**config.mk**
```make
export PLATFORM = sky130hd
export DESIGN_NAME = lab3_sbrb_latch_ctrl_flat
export DESIGN_NICKNAME = d
export VERILOG_FILES = /design/src/rtl/lab3_sbrb_latch_ctrl_if.sv /design/src/rtl/lab3_sbrb_latch_ctrl.sv /design/src/flat_wrapper.sv
export SDC_FILE = /design/constraint.sdc
export NUM_CORES = 1
export LEC_CHECK = 0
export ABC_AREA = 1
export ABC_CLOCK_PERIOD_IN_PS = 1900
export BUFFER_PORTS_ARGS = -buffer_cell sky130_fd_sc_hd__buf_2
export CAP_MARGIN = 10
export CORE_MARGIN = 5
export CORE_UTILIZATION = 40
export CTS_CLUSTER_SIZE = 20
export DETAILED_ROUTE_END_ITERATION = 10
export GPL_ROUTABILITY_DRIVEN = 0
export SETUP_SLACK_MARGIN = 0.02
export SLEW_MARGIN = 20
export SYNTH_ARGS = -nofsm -noshare
export SYNTH_HDL_FRONTEND = slang
export SYNTH_SLANG_ARGS = --single-unit
export TNS_END_PERCENT = 50
```
**constraint.sdc**
```tcl
create_clock -name clk -period 1.9 [get_ports clk]
set_clock_uncertainty 0.05 [all_clocks]
set_input_delay 0.285 -clock clk [delete_from_list [all_inputs] [get_ports clk]]
set_output_delay 0.285 -clock clk [all_outputs]
set_load 0.05 [all_outputs]
```
**src/rtl/lab3_sbrb_latch_ctrl_if.sv**
```systemverilog
// -----------------------------------------------------------------------------
// lab3_sbrb_latch_ctrl_if
//
// Request/acknowledge bundle between two requesters (A, B) and the SbRb latch
// sequencer. Each requester holds req_x high with a stable op_x/idx_x until it
// sees the one-cycle ack_x strobe.
//
// Signals:
//   req_a, req_b  request, held high until the matching ack
//   op_a,  op_b   1 = set the latch (pulse Sb), 0 = clear it (pulse Rb)
//   idx_a, idx_b  target latch index, IW bits
//   ack_a, ack_b  one-cycle completion strobe
//
// Modports:
//   master  requester side (drives req/op/idx, observes ack)
//   slave   sequencer side (observes req/op/idx, drives ack)
// -----------------------------------------------------------------------------
interface lab3_sbrb_latch_ctrl_if #(
  parameter int IW = 2
);

  logic          req_a;
  logic          op_a;
  logic [IW-1:0] idx_a;
  logic          req_b;
  logic          op_b;
  logic [IW-1:0] idx_b;
  logic          ack_a;
  logic          ack_b;

  modport master (
    output req_a, op_a, idx_a,
    output req_b, op_b, idx_b,
    input  ack_a, ack_b
  );

  modport slave (
    input  req_a, op_a, idx_a,
    input  req_b, op_b, idx_b,
    output ack_a, ack_b
  );

endinterface

```
**src/rtl/lab3_sbrb_latch_ctrl.sv**
```systemverilog
// -----------------------------------------------------------------------------
// lab3_sbrb_latch_ctrl
//
// Sequencer and round-robin arbiter for a bank of N gate-level active-low SbRb
// latches. A granted request drives exactly one latch with a registered
// active-low Sb (set) or Rb (clear) pulse that is PULSE_W cycles wide, then
// holds every line high for one recovery cycle, then acks the requester.
// Sb and Rb of the same latch are never low together, and at most one line of
// the whole bank is low at any time.
//
// Parameters:
//   N        number of latches (1..256)
//   IW       index width, 2**IW >= N
//   PULSE_W  active-low pulse width in cycles (1..255)
//
// Ports:
//   clk    rising-edge clock
//   rst_n  asynchronous active-low reset
//   bus    request/ack bundle (slave modport of lab3_sbrb_latch_ctrl_if)
//   busy   high whenever the sequencer is not idle
//   sb_n   active-low set lines, one per latch
//   rb_n   active-low reset lines, one per latch
//   q_in   latch Q feedback, only consulted when write checking is built in
//   err    sticky write-check failure
//
// Build option:
//   LAB3_SBRB_VERIFY_EN  when defined, q_in[idx] is sampled in the recovery
//                        cycle and a mismatch against the requested value sets
//                        err until the next reset. When undefined, q_in is
//                        ignored and err is tied low.
// -----------------------------------------------------------------------------
module lab3_sbrb_latch_ctrl #(
  parameter int N       = 4,
  parameter int IW      = 2,
  parameter int PULSE_W = 2
) (
  input  logic                         clk,
  input  logic                         rst_n,
  lab3_sbrb_latch_ctrl_if.slave        bus,
  output logic                         busy,
  output logic [N-1:0]                 sb_n,
  output logic [N-1:0]                 rb_n,
  input  logic [N-1:0]                 q_in,
  output logic                         err
);

  typedef enum logic [1:0] {
    IDLE  = 2'd0,
    PULSE = 2'd1,
    RECOV = 2'd2,
    ACK   = 2'd3
  } state_t;

  localparam logic [7:0] PW_LOAD = 8'(PULSE_W);

  // One-hot select of the latch addressed by idx; all zeros when idx >= N,
  // which doubles as the out-of-range test.
  function automatic logic [N-1:0] idx_mask(input logic [IW-1:0] idx);
    logic [N-1:0] m;
    m = '0;
    for (int i = 0; i < N; i++) begin
      if (idx == IW'(i)) m[i] = 1'b1;
    end
    return m;
  endfunction

  state_t        state;
  logic [7:0]    pulse_cnt;
  logic          last_b;     // 1: B was granted most recently
  logic          grant_b;    // requester owning the current operation
  logic          ack_a_q;
  logic          ack_b_q;

  // Grant data, captured once per operation; only meaningful while busy.
  logic          g_op;
  logic [N-1:0]  g_mask;

  logic          any_req;
  logic          win_b;
  logic          win_op;
  logic [IW-1:0] win_idx;
  logic [N-1:0]  win_mask;
  logic          win_oob;

  // Arbitration: a lone requester wins; on a tie the one not served last wins.
  always_comb begin
    any_req  = bus.req_a | bus.req_b;
    win_b    = bus.req_b & (~bus.req_a | ~last_b);
    win_op   = win_b ? bus.op_b  : bus.op_a;
    win_idx  = win_b ? bus.idx_b : bus.idx_a;
    win_mask = idx_mask(win_idx);
    win_oob  = (win_mask == '0);
  end

  // ---- grant capture (data path, no reset) ----
  always_ff @(posedge clk) begin
    if (state == IDLE && any_req) begin
      g_op   <= win_op;
      g_mask <= win_mask;
    end
  end

  // ---- sequencer FSM (control, registered outputs) ----
  always_ff @(posedge clk or negedge rst_n) begin
    if (!rst_n) begin
      state     <= IDLE;
      pulse_cnt <= '0;
      last_b    <= 1'b1;
      grant_b   <= 1'b0;
      ack_a_q   <= 1'b0;
      ack_b_q   <= 1'b0;
      busy      <= 1'b0;
      sb_n      <= '1;
      rb_n      <= '1;
    end else begin
      case (state)
        IDLE: begin
          if (any_req) begin
            grant_b <= win_b;
            busy    <= 1'b1;
            if (win_oob) begin
              // Nothing to drive: acknowledge straight away.
              state   <= ACK;
              ack_a_q <= ~win_b;
              ack_b_q <= win_b;
            end else begin
              state     <= PULSE;
              pulse_cnt <= PW_LOAD;
              // Only one of the two vectors can go low, and only on one bit.
              sb_n      <= win_op ? ~win_mask : '1;
              rb_n      <= win_op ? '1 : ~win_mask;
            end
          end
        end

        PULSE: begin
          // The line went low on entry, so leaving at count 1 gives PULSE_W
          // cycles low in total.
          if (pulse_cnt <= 8'd1) begin
            state <= RECOV;
            sb_n  <= '1;
            rb_n  <= '1;
          end else begin
            pulse_cnt <= pulse_cnt - 8'd1;
          end
        end

        RECOV: begin
          state   <= ACK;
          ack_a_q <= ~grant_b;
          ack_b_q <= grant_b;
        end

        ACK: begin
          state   <= IDLE;
          ack_a_q <= 1'b0;
          ack_b_q <= 1'b0;
          busy    <= 1'b0;
          last_b  <= grant_b;
        end

        default: begin
          state <= IDLE;
          sb_n  <= '1;
          rb_n  <= '1;
          busy  <= 1'b0;
        end
      endcase
    end
  end

  assign bus.ack_a = ack_a_q;
  assign bus.ack_b = ack_b_q;

`ifdef LAB3_SBRB_VERIFY_EN
  logic err_q;
  logic q_sel;

  // Latch output of the written bit; settled by the recovery cycle.
  assign q_sel = (q_in & g_mask) != '0;

  // ---- write check (sticky until reset) ----
  always_ff @(posedge clk or negedge rst_n) begin
    if (!rst_n) begin
      err_q <= 1'b0;
    end else if (state == RECOV && q_sel != g_op) begin
      err_q <= 1'b1;
    end
  end

  assign err = err_q;
`else
  logic unused_q_in;

  assign unused_q_in = ^q_in;
  assign err         = 1'b0;
`endif

endmodule

```
**src/flat_wrapper.sv**
```systemverilog
// flat-port wrapper written by rule: the top's interface ports become plain ports
module lab3_sbrb_latch_ctrl_flat 
#(
  parameter int N       = 4,
  parameter int IW      = 2,
  parameter int PULSE_W = 2
)
  (clk, rst_n, busy, sb_n, rb_n, q_in, err, bus_req_a, bus_op_a, bus_idx_a, bus_req_b, bus_op_b, bus_idx_b, bus_ack_a, bus_ack_b);
  lab3_sbrb_latch_ctrl_if #(.IW(IW)) bus_i ();
  input  logic clk;
  input  logic rst_n;
  output logic busy;
  output logic [N-1:0] sb_n;
  output logic [N-1:0] rb_n;
  input  logic [N-1:0] q_in;
  output logic err;
  input wire logic [$bits(bus_i.req_a)-1:0] bus_req_a;
  input wire logic [$bits(bus_i.op_a)-1:0] bus_op_a;
  input wire logic [$bits(bus_i.idx_a)-1:0] bus_idx_a;
  input wire logic [$bits(bus_i.req_b)-1:0] bus_req_b;
  input wire logic [$bits(bus_i.op_b)-1:0] bus_op_b;
  input wire logic [$bits(bus_i.idx_b)-1:0] bus_idx_b;
  output wire logic [$bits(bus_i.ack_a)-1:0] bus_ack_a;
  output wire logic [$bits(bus_i.ack_b)-1:0] bus_ack_b;
  assign bus_i.req_a = bus_req_a;
  assign bus_i.op_a = bus_op_a;
  assign bus_i.idx_a = bus_idx_a;
  assign bus_i.req_b = bus_req_b;
  assign bus_i.op_b = bus_op_b;
  assign bus_i.idx_b = bus_idx_b;
  assign bus_ack_a = bus_i.ack_a;
  assign bus_ack_b = bus_i.ack_b;
  lab3_sbrb_latch_ctrl #(.N(N), .IW(IW), .PULSE_W(PULSE_W)) u_core (.clk(clk), .rst_n(rst_n), .bus(bus_i), .busy(busy), .sb_n(sb_n), .rb_n(rb_n), .q_in(q_in), .err(err));
endmodule
```
Yosys cells after proc, flatten, opt, wreduce, memory -nomap -nowiden
Index checks and enable logic that the tools add are counted.
- register bits after elaboration: 23
- input port bits: 14
- output and inout port bits: 12
- word-level logic and storage cells: 73
- add/subtract/negate cells: 1
- $lt $le $gt $ge: 1
- equality and inequality tests: 11
- muxes and demuxes: 31
- bitwise gates (word level): 8
- reduce and logical (&&, ||, !) cells: 12
- operators with widths (operator ; count):
    $mux 4 ; 7
    $mux 8 ; 3
    $pmux 4 s2 ; 2
    $pmux 8 s2 ; 1
    $mux 1 ; 10
    $eq 2x2->1 const B ; 4
    $le 8x1->1 const B ; 1
    $mux 2 ; 4
    $pmux 2 s4 ; 1
    $reduce_and 4->1 ; 2
    $sub 8x1->8 const B ; 1
    $ne 2x1->1 const B ; 3
    $pmux 1 s3 ; 2
    $reduce_and 2->1 ; 3
    $eq 2x1->1 const B ; 2
    $logic_not 2->1 ; 2
    $logic_not 4->1 ; 1
    $ne 2x2->1 const B ; 2
    $not 1->1 ; 4
    $not 4->4 ; 1
    $reduce_bool 2->1 ; 2
    $reduce_and 3->1 ; 1
    $reduce_bool 3->1 ; 1
    $or 1x1->1 ; 2
    other kinds (2) ; 2

Longest topological paths before layout
- depth after elaboration: 11
- gate-level depth with buffers: 11
- depth with buffers taken out: 10

Least setup slack after synthesis
Ideal clock, no wire load.
- path kind: register -> register
- start: register u_core.state[0]
- end: register u_core.pulse_cnt[2]
- setup time: 118 ps
- data arrival time: 1369 ps
- data required time: 1732 ps
- slack: 363 ps
- cell stages (with the launch flop): 9
- path buffers: 1
- period minus slack after synthesis: 1537 ps
- cell sequence: dfrtp_1 > inv_1 > ha_1 > nor2_1 > a21oi_4 > nand2_4 > buf_12 > nand2_1 > o21ai_2
- cells in the longest elaborated chain, start to end: 3
- elaborated cells between the ends (all ways): 8
- RTL lines (element ; line ; RTL):
    start: declaration ; lab3_sbrb_latch_ctrl.sv:67 ; state_t state;
    start signal: assignment ; lab3_sbrb_latch_ctrl.sv:106 ; state <= IDLE;
    start signal: assignment ; lab3_sbrb_latch_ctrl.sv:123 ; state <= ACK;
    start signal: assignment ; lab3_sbrb_latch_ctrl.sv:127 ; state <= PULSE;
    $eq 2x1->1 or $logic_not 2->1 (tied branches) ; n/a ;
    $ne 2x2->1 (no line) (tied with other cells) ; n/a ;
    $reduce_and 4->1 (no line) ; n/a ;
    end signal: assignment ; lab3_sbrb_latch_ctrl.sv:144 ; pulse_cnt <= pulse_cnt - 8'd1;
    end: declaration ; lab3_sbrb_latch_ctrl.sv:68 ; logic [7:0] pulse_cnt;
Several ways; a longest one is shown, not always the timed one.
A chain may end at the register's enable or synchronous reset.

Worst setup path in the final report
- start: register u_core.state[0]
- end: register u_core.rb_n[2]
- cells in the longest elaborated chain, start to end: 3
- elaborated cells between the ends (all ways): 8
- RTL lines (element ; line ; RTL):
    $eq 2x1->1 or $logic_not 2->1 (tied branches) ; n/a ;
    $ne 2x1->1 (no line) (tied with other cells) ; n/a ;
    $reduce_and 4->1 (no line) ; n/a ;
    end signal: assignment ; lab3_sbrb_latch_ctrl.sv:131 ; rb_n <= win_op ? '1 : ~win_mask;
    end: declaration ; lab3_sbrb_latch_ctrl.sv:42 ; output logic [N-1:0] rb_n,
Several ways; a longest one is shown, not always the timed one.

==> run metrics <==
status finished clean; First DRT Iteration DRCs 73; CTS Buffer Depth 2; Setup-failing EPs final 0; # Post-CTS Setup Buffers 0; Die Y 69.6 um; Placement Cell Area 1550 um^2; Slew HR 65.0%; critical path class reg -> reg; # rows 21; Leak 0.000844 uW; FF/Latch Area 587 um^2; dpl hpwl 2060 um; Vias 1159; initial antenna violation count 0; RSZ-0062 raised after global routing no; CP peak stage delay 0.43 ns; Yosys top cell area share 24.7%; htree depth 1; reg2reg setup slack 0.20 ns; Antenna Nets Post-Route 0; Pre-antenna DRT Iters 4; maxcap violations 0; # DRC 0; area grow syn2layout 12.1%; Area contributors post-synth dfrtp_1 25%, nand2_1 22%, dfstp_2 17%, ha_1 6.2%, inv_1 6.1%; r2r endpoint u_core.rb_n[2]$_DFFE_PN1P_; total track usage 11.8%; # fillers 358; fmax 590 MHz; CP Cell Sequence inv_1 > ha_1 > nor2_1 > a21oi_4 > nand2_4 > clkinv_2 > nand2_1 > nand2_1; drt total wl 2700 um; global-route wire length before repair 4770 um; Yosys reg bits 23; crit path time final 1.70 ns; warning count from the yosys run 0; clock latency on the worst-skew pair 0.32 ns; Total Negative Setup Slacks 0 ns; multi-input logic area 711 um^2; syn avg cell area 7.25 um^2; Final Cycle Share 89.3%; pin count of the biggest net entering global routing 24; Critical Path AT 1.90 ns; Die W 69.6 um; Slowest-stage cell, CP dfrtp_1; DR vias/cell 4.37; number of buffers created by CTS 3; Hold Crit Depth 3; CTS tree yes; final count of hold timing violations 0; Synth area leader dfrtp_1; net count after synthesis 217; Synth Cell Area 1420 um^2; worst path required time 2.10 ns; nets 241; number of I/O pins 26; fin. max-slew vios 0; worst slew pin tran 0.525 ns; vias in the first global route 1080; CORE AREA 3390 um^2; Ant. Diodes 0; peak supply drop 865 uV; WL per Instance 10.2 um; clk sinks 23; Worst Hold Launch bus_req_b; Root Buffer clkbuf_4; cell mode on critical path nand2_1; worst r2r path cells 8; Endpoint, Worst Hold u_core.grant_b$_DFFE_PN0P_; worst hold path type in -> reg; Util after Layout 47.0%; crit path launch type flip-flop; Post-CTS Resized 0; CTS Hold Bufs 1; design area 1590 um^2; power density over the cells 1980 nW/um^2; synth unique cells 21; GRT overflow 0; Seq/Total Area, Yosys 41.3%; Die ar. 4840 um^2; Initial Util 41.9%; share of layout cells above drive strength 1 21.9%; CP Capture Type flip-flop; Worst Path Max Fanout 9; worst r2r src u_core.state[0]$_DFFE_PN0P_; Post-Syn Instances 196; CTS clk-pin slew, worst paths 0.14 ns; Port Buf Inserts 20
[state kept, by name, indices dropped and copies added, names as in the netlist]
| register | count |
|---|---|
| u_core.grant_b | 1 |
| u_core.bus.ack_b | 1 |
| u_core.last_b | 1 |
| u_core.bus.ack_a | 1 |
| u_core.rb_n | 4 |
| u_core.sb_n | 4 |
| u_core.pulse_cnt | 8 |
| u_core.busy | 1 |
| u_core.state | 2 |
[cell usage after synthesis]
master and n:
clkinv_2 1, clkbuf_1 1, buf_12 1, inv_1 23, nor2_2 2, ha_1 7
a21oi_4 1, o21ai_1 3, nor2_1 18, nand2_1 82, buf_4 1, o21ai_2 5
nand2_2 2, o21ai_0 7, a21oi_2 1, nand2_4 2, nand3b_1 1, conb_1 1
nand3_1 14, dfstp_2 9, dfrtp_1 14
[cells in the final DEF (no fill, tap or decap), types with 2 or more instances in the layout]
| cell | n |
|---|---|
| nand2_1 | 82 |
| inv_1 | 23 |
| buf_2 | 20 |
| nor2_1 | 18 |
| nand3_1 | 14 |
| dfrtp_1 | 14 |
| dfstp_2 | 9 |
| o21ai_0 | 7 |
| ha_1 | 7 |
| o21ai_2 | 5 |
| o21ai_1 | 3 |
| clkbuf_4 | 3 |
| nor2_2 | 2 |
| nand2_2 | 2 |
| nand2_4 | 2 |
| clkinv_2 | 2 |
[stage by stage]
step | instances | power [uW] | setup slack (ns) | hold WS (ns)
final | 265 | 3150 | 0.204 | 0.332
after global routing | 265 | 3490 | 0.0691 | 0.318
after CTS | 265 | 3190 | 0.182 | 0.314
after detailed placement | 260 | 2940 | 0.211 | 0.245
after global placement | 260 | 2930 | 0.216 | 0.244
after floorplan | 196 | 2630 | 0.363 | -0.0606
[per-layer routing]
| layer | global-route usage (%) | part of all wire (%) |
|---|---|---|
| met5 | 0 | 0 |
| met4 | 1.95 | 0.67 |
| met3 | 3.48 | 4.0 |
| met2 | 18.6 | 41 |
| met1 | 16.0 | 54 |
[power by group]
group / total (uW) / internal (uW) / leakage [uW] / switching [uW]
logic: 1970 / 566 / 0.000554 / 1410
clock network: 235 / 78.6 / 0.0000177 / 157
registers: 937 / 789 / 0.000272 / 149
[worst max-delay path by stage]
stage / start / to / slack, ns / cells after the start
floorplan: u_core.state[0]$_DFFE_PN0P_ / u_core.pulse_cnt[2]$_DFFE_PN0P_ / 0.36 / 8
global placement: u_core.state[0]$_DFFE_PN0P_ / u_core.rb_n[2]$_DFFE_PN1P_ / 0.22 / 8
detailed placement: u_core.state[0]$_DFFE_PN0P_ / u_core.sb_n[3]$_DFFE_PN1P_ / 0.21 / 8
CTS: u_core.state[0]$_DFFE_PN0P_ / u_core.rb_n[2]$_DFFE_PN1P_ / 0.18 / 8
global route: u_core.pulse_cnt[0]$_DFFE_PN0P_ / u_core.sb_n[0]$_DFFE_PN1P_ / 0.07 / 10
finish: u_core.state[0]$_DFFE_PN0P_ / u_core.rb_n[2]$_DFFE_PN1P_ / 0.20 / 8
[area by class of cell]
type                       instances  share of cell area [%]
clock buffer                       3                    1.42
clock inverter                     1                   0.314
inverter                          24                    5.74
multi-input combinational        146                    44.7
sequential                        23                    36.9
tap                               46                    3.62
timing repair buffer              22                    7.39
[kinds of logic (layout without fill, tap and decap cells)]
| logic type | count (synthesis) | after routing | share of synthesized area (%) |
|---|---|---|---|
| compound gates | 17 | 17 | 8.37 |
| flops | 23 | 23 | 41.3 |
| buf+inv | 27 | 50 | 8.63 |
| other cells | 1 | 1 | 0.264 |
| fa+ha+maj | 7 | 7 | 6.17 |
| simple gates | 121 | 121 | 35.2 |
[worst max-delay path: cells and delay by family, from the launching register on]
kind	cells	cell delay (ns)
and+or+nand+nor	4	0.58
adders and majority gates	1	0.27
AOI/OAI and AO/OA	1	0.09
DFF	1	0.43
buffers and inverters	2	0.22
Power figures use the tool's default switching activity.
